<file path="config.mk">
export PLATFORM = sky130hd
export DESIGN_NAME = alu_seq
export DESIGN_NICKNAME = d
export VERILOG_FILES = /design/src/rtl/alu_seq_pkg.sv /design/src/rtl/alu_seq_mul.sv /design/src/rtl/alu_seq.sv
export SDC_FILE = /design/constraint.sdc
export NUM_CORES = 1
export LEC_CHECK = 0
export CAP_MARGIN = 20
export CORE_MARGIN = 2
export CORE_UTILIZATION = 35
export DETAILED_ROUTE_END_ITERATION = 8
export GPL_TIMING_DRIVEN = 0
export HOLD_SLACK_MARGIN = 0.05
export PLACE_DENSITY = 0.59
export SKIP_LAST_GASP = 1
export SLEW_MARGIN = 20
export SYNTH_ARGS = -nofsm -noshare
export SYNTH_HDL_FRONTEND = slang
export SYNTH_HIERARCHICAL = 1
export SYNTH_SLANG_ARGS = --single-unit
</file>
<file path="constraint.sdc">
create_clock -name clk -period 5.84 [get_ports clk]
set_input_delay 0.876 -clock clk [delete_from_list [all_inputs] [get_ports clk]]
set_output_delay 0.876 -clock clk [all_outputs]
set_load 0.02 [all_outputs]
</file>
<file path="src/rtl/alu_seq_pkg.sv">
// Shared types for the handshaked sequential ALU: opcodes, FSM states and
// the result flag bundle.
package alu_seq_pkg;

    localparam int OP_W = 4;

    // Codes 12..15 are illegal; the first and last illegal codes are named so
    // the legal/illegal boundary is visible wherever opcodes are decoded.
    typedef enum logic [OP_W-1:0] {
        OP_ADD       = 4'd0,
        OP_SUB       = 4'd1,
        OP_AND       = 4'd2,
        OP_OR        = 4'd3,
        OP_XOR       = 4'd4,
        OP_NOT       = 4'd5,
        OP_SHL       = 4'd6,
        OP_SHR       = 4'd7,
        OP_SRA       = 4'd8,
        OP_ROL       = 4'd9,
        OP_ROR       = 4'd10,
        OP_MUL       = 4'd11,
        OP_ILL_FIRST = 4'd12,
        OP_ILL_13    = 4'd13,
        OP_ILL_14    = 4'd14,
        OP_ILL_LAST  = 4'd15
    } op_e;

    typedef enum logic [1:0] {
        IDLE = 2'd0,
        MUL  = 2'd1,
        WAIT = 2'd2
    } state_e;

    typedef struct packed {
        logic carry;
        logic zero;
        logic neg;
        logic ovf;
        logic err;
    } flags_t;

endpackage

</file>
<file path="src/rtl/alu_seq_mul.sv">
// Unsigned shift-add multiplier: one partial product per cycle, WIDTH cycles
// after start. 'done' is high during the cycle of the final iteration and
// 'product' already shows the finished value then, so the caller can load it
// on the same edge the last iteration retires. The product is held afterwards.
module alu_mul_seq #(
    parameter int WIDTH = 8
) (
    input  logic                 clk,
    input  logic                 rst,
    input  logic                 start,
    input  logic [WIDTH-1:0]     a,
    input  logic [WIDTH-1:0]     b,
    output logic                 busy,
    output logic                 done,
    output logic [2*WIDTH-1:0]   product
);

    localparam int CW = (WIDTH > 1) ? $clog2(WIDTH) : 1;
    localparam logic [CW-1:0] LAST_ITER = CW'(WIDTH - 1);

    logic [2*WIDTH-1:0] mcand_reg;
    logic [2*WIDTH-1:0] acc_reg;
    logic [2*WIDTH-1:0] acc_next;
    logic [WIDTH-1:0]   mplier_reg;
    logic [CW-1:0]      cnt_reg;
    logic               busy_reg;

    // Partial-product accumulation for the current multiplier bit.
    always_comb begin
        acc_next = acc_reg;
        if (mplier_reg[0]) begin
            acc_next = acc_reg + mcand_reg;
        end
    end

    assign busy    = busy_reg;
    assign done    = busy_reg && (cnt_reg == LAST_ITER);
    assign product = done ? acc_next : acc_reg;

    // Operand load on start, then one shift-add step per cycle while busy.
    always_ff @(posedge clk) begin
        if (rst) begin
            mcand_reg  <= '0;
            acc_reg    <= '0;
            mplier_reg <= '0;
            cnt_reg    <= '0;
            busy_reg   <= 1'b0;
        end else if (start) begin
            mcand_reg  <= {{WIDTH{1'b0}}, a};
            mplier_reg <= b;
            acc_reg    <= '0;
            cnt_reg    <= '0;
            busy_reg   <= 1'b1;
        end else if (busy_reg) begin
            acc_reg    <= acc_next;
            mcand_reg  <= mcand_reg << 1;
            mplier_reg <= mplier_reg >> 1;
            cnt_reg    <= cnt_reg + 1'b1;
            if (done) begin
                busy_reg <= 1'b0;
            end
        end
    end

endmodule

</file>
<file path="src/rtl/alu_seq.sv">
// Handshaked ALU: single-cycle ops go straight from the combinational
// datapath into the output register; MUL runs in the shift-add multiplier
// while the FSM blocks new input until its result has been loaded.
module alu_seq
    import alu_seq_pkg::*;
#(
    parameter int WIDTH = 8,
    parameter int SHW   = $clog2(WIDTH)
) (
    input  logic             clk,
    input  logic             rst,
    input  logic             in_valid,
    output logic             in_ready,
    input  logic [WIDTH-1:0] a,
    input  logic [WIDTH-1:0] b,
    input  logic [3:0]       op,
    output logic             out_valid,
    input  logic             out_ready,
    output logic [WIDTH-1:0] y,
    output logic [WIDTH-1:0] y_hi,
    output logic             carry,
    output logic             zero,
    output logic             neg,
    output logic             ovf,
    output logic             err
);

    localparam logic [WIDTH-1:0] W_CONST   = WIDTH'(WIDTH);
    localparam logic [SHW:0]     W_ROT     = (SHW + 1)'(WIDTH);

    state_e             state_reg, state_next;
    logic               out_valid_reg;
    logic [WIDTH-1:0]   y_reg, y_hi_reg;
    flags_t             flags_reg;

    logic               accept, out_free, mul_start, mul_load;
    logic               mul_busy, mul_done;
    logic [2*WIDTH-1:0] mul_product;
    flags_t             mul_flags;

    logic [WIDTH-1:0]   alu_y;
    flags_t             alu_flags;
    logic [WIDTH:0]     sum_ext, diff_ext;
    logic               big_shift;
    logic [SHW-1:0]     rot_amt;
    logic [SHW:0]       rot_inv;

    // The output register can take a new value if empty or being drained now.
    assign out_free  = !out_valid_reg || out_ready;
    assign in_ready  = !rst && (state_reg == IDLE) && !mul_busy && out_free;
    assign accept    = in_valid && in_ready;
    assign mul_start = accept && (op_e'(op) == OP_MUL);
    assign mul_load  = ((state_reg == MUL) && mul_done && out_free) ||
                       ((state_reg == WAIT) && out_ready);

    alu_mul_seq #(
        .WIDTH (WIDTH)
    ) u_mul (
        .clk     (clk),
        .rst     (rst),
        .start   (mul_start),
        .a       (a),
        .b       (b),
        .busy    (mul_busy),
        .done    (mul_done),
        .product (mul_product)
    );

    // Shift/rotate helpers; a rotate by 0 makes the complementary shift
    // amount WIDTH, which shifts everything out and contributes nothing.
    assign sum_ext   = {1'b0, a} + {1'b0, b};
    assign diff_ext  = {1'b0, a} - {1'b0, b};
    assign big_shift = (b >= W_CONST);
    assign rot_amt   = SHW'(b % W_CONST);
    assign rot_inv   = W_ROT - {1'b0, rot_amt};

    // Single-cycle datapath and its flags.
    always_comb begin
        alu_y     = '0;
        alu_flags = '0;
        case (op_e'(op))
            OP_ADD: begin
                alu_y           = sum_ext[WIDTH-1:0];
                alu_flags.carry = sum_ext[WIDTH];
                alu_flags.ovf   = (a[WIDTH-1] == b[WIDTH-1]) &&
                                  (sum_ext[WIDTH-1] != a[WIDTH-1]);
            end
            OP_SUB: begin
                alu_y           = diff_ext[WIDTH-1:0];
                alu_flags.carry = diff_ext[WIDTH];
                alu_flags.ovf   = (a[WIDTH-1] != b[WIDTH-1]) &&
                                  (diff_ext[WIDTH-1] != a[WIDTH-1]);
            end
            OP_AND: alu_y = a & b;
            OP_OR:  alu_y = a | b;
            OP_XOR: alu_y = a ^ b;
            OP_NOT: alu_y = ~a;
            OP_SHL: alu_y = big_shift ? '0 : (a << b);
            OP_SHR: alu_y = big_shift ? '0 : (a >> b);
            OP_SRA: alu_y = big_shift ? {WIDTH{a[WIDTH-1]}}
                                      : $unsigned($signed(a) >>> b);
            OP_ROL: alu_y = (a << rot_amt) | (a >> rot_inv);
            OP_ROR: alu_y = (a >> rot_amt) | (a << rot_inv);
            OP_MUL: alu_y = '0;
            default: alu_flags.err = 1'b1;
        endcase
        alu_flags.zero = (alu_y == '0);
        alu_flags.neg  = alu_y[WIDTH-1];
    end

    // Flags for a finished multiply judge the full double-width product.
    always_comb begin
        mul_flags       = '0;
        mul_flags.carry = (mul_product[2*WIDTH-1:WIDTH] != '0);
        mul_flags.zero  = (mul_product == '0);
        mul_flags.neg   = mul_product[2*WIDTH-1];
    end

    // FSM state register.
    always_ff @(posedge clk) begin
        if (rst) begin
            state_reg <= IDLE;
        end else begin
            state_reg <= state_next;
        end
    end

    // FSM next state: MUL parks in WAIT if its result cannot be loaded yet.
    always_comb begin
        state_next = state_reg;
        case (state_reg)
            IDLE: if (mul_start) state_next = MUL;
            MUL:  if (mul_done)  state_next = out_free ? IDLE : WAIT;
            WAIT: if (out_ready) state_next = IDLE;
            default: state_next = IDLE;
        endcase
    end

    // Output register: loads new results, otherwise holds until consumed.
    always_ff @(posedge clk) begin
        if (rst) begin
            out_valid_reg <= 1'b0;
            y_reg         <= '0;
            y_hi_reg      <= '0;
            flags_reg     <= '0;
        end else if (accept && !mul_start) begin
            out_valid_reg <= 1'b1;
            y_reg         <= alu_y;
            y_hi_reg      <= '0;
            flags_reg     <= alu_flags;
        end else if (mul_load) begin
            out_valid_reg <= 1'b1;
            y_reg         <= mul_product[WIDTH-1:0];
            y_hi_reg      <= mul_product[2*WIDTH-1:WIDTH];
            flags_reg     <= mul_flags;
        end else if (out_ready) begin
            out_valid_reg <= 1'b0;
        end
    end

    assign out_valid = out_valid_reg;
    assign y         = y_reg;
    assign y_hi      = y_hi_reg;
    assign carry     = flags_reg.carry;
    assign zero      = flags_reg.zero;
    assign neg       = flags_reg.neg;
    assign ovf       = flags_reg.ovf;
    assign err       = flags_reg.err;

endmodule

</file>
==> summary.md <==
| Metric | Value |
|---|---|
| Status | `complete, no violations` |
| Initial Utilization | `0.354` |
| Routability cong. | `around 1` |
| PortBufs | `44` |
| Reg-to-Reg Start | `u_mul/mcand_reg[0]` |
| Post-synthesis adder-cell area fraction | `0.0909` |
| Sequential fraction of the synthesis area | `0.207` |
| Worst Tran Pin Value | `around 0.96 ns` |
| Synthesized area | `~0.0066 mm2` |
| Total global routing overflow | `0` |
| Total track usage | `0.238` |
| Required @ worst endpoint | `roughly 6.1 ns` |
| Post_cts resized | `0` |
| Synthesis-to-finish area growth | `16.1%` |
| # H-tree levels | `3` |
| Pin count of the biggest net entering global routing | `15` |
| Post-synthesis instance total | `around 900` |
| Post-synth net total | `between 900 and 1000` |
| Final period util | `0.892` |
| Critical path's most frequent cell | `clkbuf_1` |
| Critical path type | `in2reg` |
| Hold Path Stages | `2` |
| Post-Synth XOR/XNOR Area | `0.0253` |
| Synth Flop Type | `dfxtp_1` |
| Die height | `between 100 and 150 um` |
| Hold Crit Endpoint | `y_hi[4]` |
| Critical path's slowest cell | `clkdlybuf4s50_1` |
| Worst flop-to-flop path endpoint | `zero` |
| First-pass GRT wire length | `37600 um` |
| Die width | `141 um` |
| Initial antenna violation count | `0` |
| Post-Synth Simple-Gate Area | `0.241` |
| Nets | `around 1000` |
| Hold path startpoint | `y_hi[4]` |
| Max-Cap Viols | `0` |
| Post-synth ARST share | `0` |
| Crit end category | `flop` |
| DPL Wire Length | `~18000 um` |
| Most common cell after layout, fill and taps aside | `nor2_1` |
| Ports | `47` |
| Share of cells above drive strength 1 | `0.0615` |
| Cell Pwr Density | `roughly 180 mW/mm2` |
| Mapped Avg Cell Area | `about 7.4 um2` |
| Compound-cell area share of the yosys netlist | `0.274` |
| Hold Crit Class | `reg2reg` |
| Reg clk slew, reported paths | `roughly 0.06 ns` |
| DR iter-0 viols | `between 700 and 800` |
| Crit path time final | `~5.2 ns` |
| DRC | `0` |
| CTS sink cnt | `68` |
| Vias in the first global route | `between 6000 and 7000` |
| Unique masters post-synth | `between 80 and 90` |
| Final hold vios | `0` |
| Full die area | `about 0.02 mm2` |
| Pwr Total | `1410 uW` |
| CTS Buffer Depth | `2` |
| Post-CTS Setup Bufs | `0` |
| R2R Setup Slk | `approximately 2.1 ns` |
| Critical-path cell list | `clkdlybuf4s50_1 > clkbuf_1 > inv_1 > ha_1 > clkbuf_1 > clkbuf_1 > mux4_2 > o211ai_1 > nor4b_1 > nand2_1 > nor4b_2 > a31o_1` |
| TritonRoute pass-1 iters | `5` |
| Clk_lat worst skew | `0.34 ns` |
| Most frequent cells in the layout | `108 x nor2_1, 87 x nand2_1, 85 x a21oi_1, 68 x dfxtp_1, 48 x clkbuf_1` |
| RSZ-0062 raised after global routing | `false` |
| Root Driver | `clkbuf_16` |
| Final Max Tran Viols | `0` |
| CTS Hold Buffers Added | `0` |
| Vias | `7078` |
| Vias per inst | `between 6 and 7` |
| VDD IR max | `around 120 uV` |
| Antenna cell count | `0` |
| Total Wirelength | `23800 um` |
| Largest stage delay on the critical path | `0.77 ns` |
| CTS buffer count | `9` |
| Avg WL per Cell | `roughly 20 um` |
| TNS Setup | `0 ns` |
| Clock skew | `0.0119 ns` |
| # rows | `50` |
| Routed Antenna Nets | `0` |
| Slew HR | `0.357` |
| Synthesized flop and latch total | `68` |
| Worst-path fanout max | `10` |
| EDFF count, synth | `0` |
| Startpoint Class | `input port` |
| Largest family of logic cells by synthesized area | `compound AO/OA/AOI/OAI gates` |
| CP Data Arrival Time | `5.48 ns` |
| Mux cell area share after synthesis | `0.104` |
| CTS tree | `built` |
| Core Area | `0.0186 mm2` |
| Static leakage | `around 0.0028 uW` |
| FF-to-FF path depth | `13` |
| Yosys Warn Count | `6` |
| Final setup viols | `0` |
| FMAX | `around 0.19 GHz` |
==> layout make-up <==
cell class | count | area (um2)
buffer | 63 | 256
clock buffer | 10 | 239
clock inverter | 6 | 86.3
fill | 1921 | 10900
inverter | 32 | 120
multi-input combinational | 720 | 4840
sequential | 68 | 1360
tap | 234 | 293
timing repair buffer | 44 | 440
==> kinds of logic after synthesis <==
family                     count (synthesis)
and+or+nand+nor                          324
muxes                                     57
adders and majority gates                 46
xor gates and xnor gates                  19
AOI/OAI and AO/OA                        274
DFF                                       68
buffers and inverters                     95
==> stage by stage <==
stage          utilization  setup WS [ns]  std cells  area, um2  hold WS (ns)
2_1_floorplan            -           2.33        883       6580         0.446
4_1_cts              0.411          0.757       1177       7630         0.456
3_5_place_dp         0.393          0.445       1161       7310         0.448
5_1_grt              0.411          0.493       1177       7630         0.468
6_report             0.411          0.630       1177       7630         0.453
3_3_place_gp         0.393          0.382       1161       7310         0.439
==> worst max-delay path, delay by kind of cell <==
family                   cells  cell delay [ns]
AND/OR/NAND/NOR              3             1.02
multiplexers                 1             0.38
buffers and inverters        5             2.43
AO/OA/AOI/OAI                2             0.39
adder cells (fa/ha/maj)      1             0.38
==> worst max path at each step <==
stage | startpoint | end | slack, ns | cells past startpoint
final | b[1] | zero | 0.63 | 12
after global routing | b[1] | zero | 0.49 | 12
after CTS | b[1] | zero | 0.76 | 12
after detailed placement | b[1] | zero | 0.45 | 12
after global placement | b[1] | zero | 0.38 | 12
after floorplan | b[0] | zero | 2.33 | 12
==> per-layer routing <==
metal  track usage  up-vias  part of all wire
met2         0.381      300              0.44
li1              -     3367                 -
met3        0.0285       57             0.062
met4         0.102        0             0.042
met5             0        -                 0
met1         0.324     3354              0.45
==> report_power, final <==
group | leakage (uW) | internal, uW | switching, uW
logic | 0.00212 | 123 | 213
registers | 0.000549 | 470 | 5.07
clock network | 0.000159 | 386 | 215
==> synth_stat cells (5+ instances only) <==
| cell | n | area (um2) |
|---|---|---|
| a211oi_1 | 13 | 97.6 |
| nor3b_1 | 6 | 45.0 |
| o211ai_1 | 8 | 60.1 |
| mux2_2 | 8 | 90.1 |
| nor2b_1 | 8 | 50.1 |
| o22ai_1 | 8 | 50.1 |
| and2_1 | 11 | 68.8 |
| nor2_1 | 108 | 405 |
| inv_1 | 30 | 113 |
| mux4_2 | 8 | 180 |
| mux2i_1 | 39 | 390 |
| or3_1 | 6 | 37.5 |
| ha_1 | 43 | 538 |
| xnor2_1 | 9 | 78.8 |
| a31oi_1 | 10 | 62.6 |
| nand3_1 | 11 | 55.1 |
| nand4_1 | 6 | 37.5 |
| nand2_1 | 87 | 327 |
| a21o_1 | 14 | 105 |
| buf_2 | 8 | 40.0 |
| nor4_1 | 14 | 87.6 |
| a22oi_1 | 14 | 105 |
| dfxtp_1 | 68 | 1360 |
| o31ai_1 | 8 | 60.1 |
| o21ai_1 | 19 | 95.1 |
| a221oi_1 | 5 | 43.8 |
| nand2b_1 | 18 | 113 |
| o21ai_0 | 29 | 145 |
| xor2_1 | 10 | 87.6 |
| nor3_1 | 19 | 95.1 |
| nand3b_1 | 6 | 45.0 |
| a21oi_1 | 85 | 425 |
| o21a_1 | 6 | 45.0 |
| clkbuf_1 | 48 | 180 |
Power figures use the tool's default switching activity.
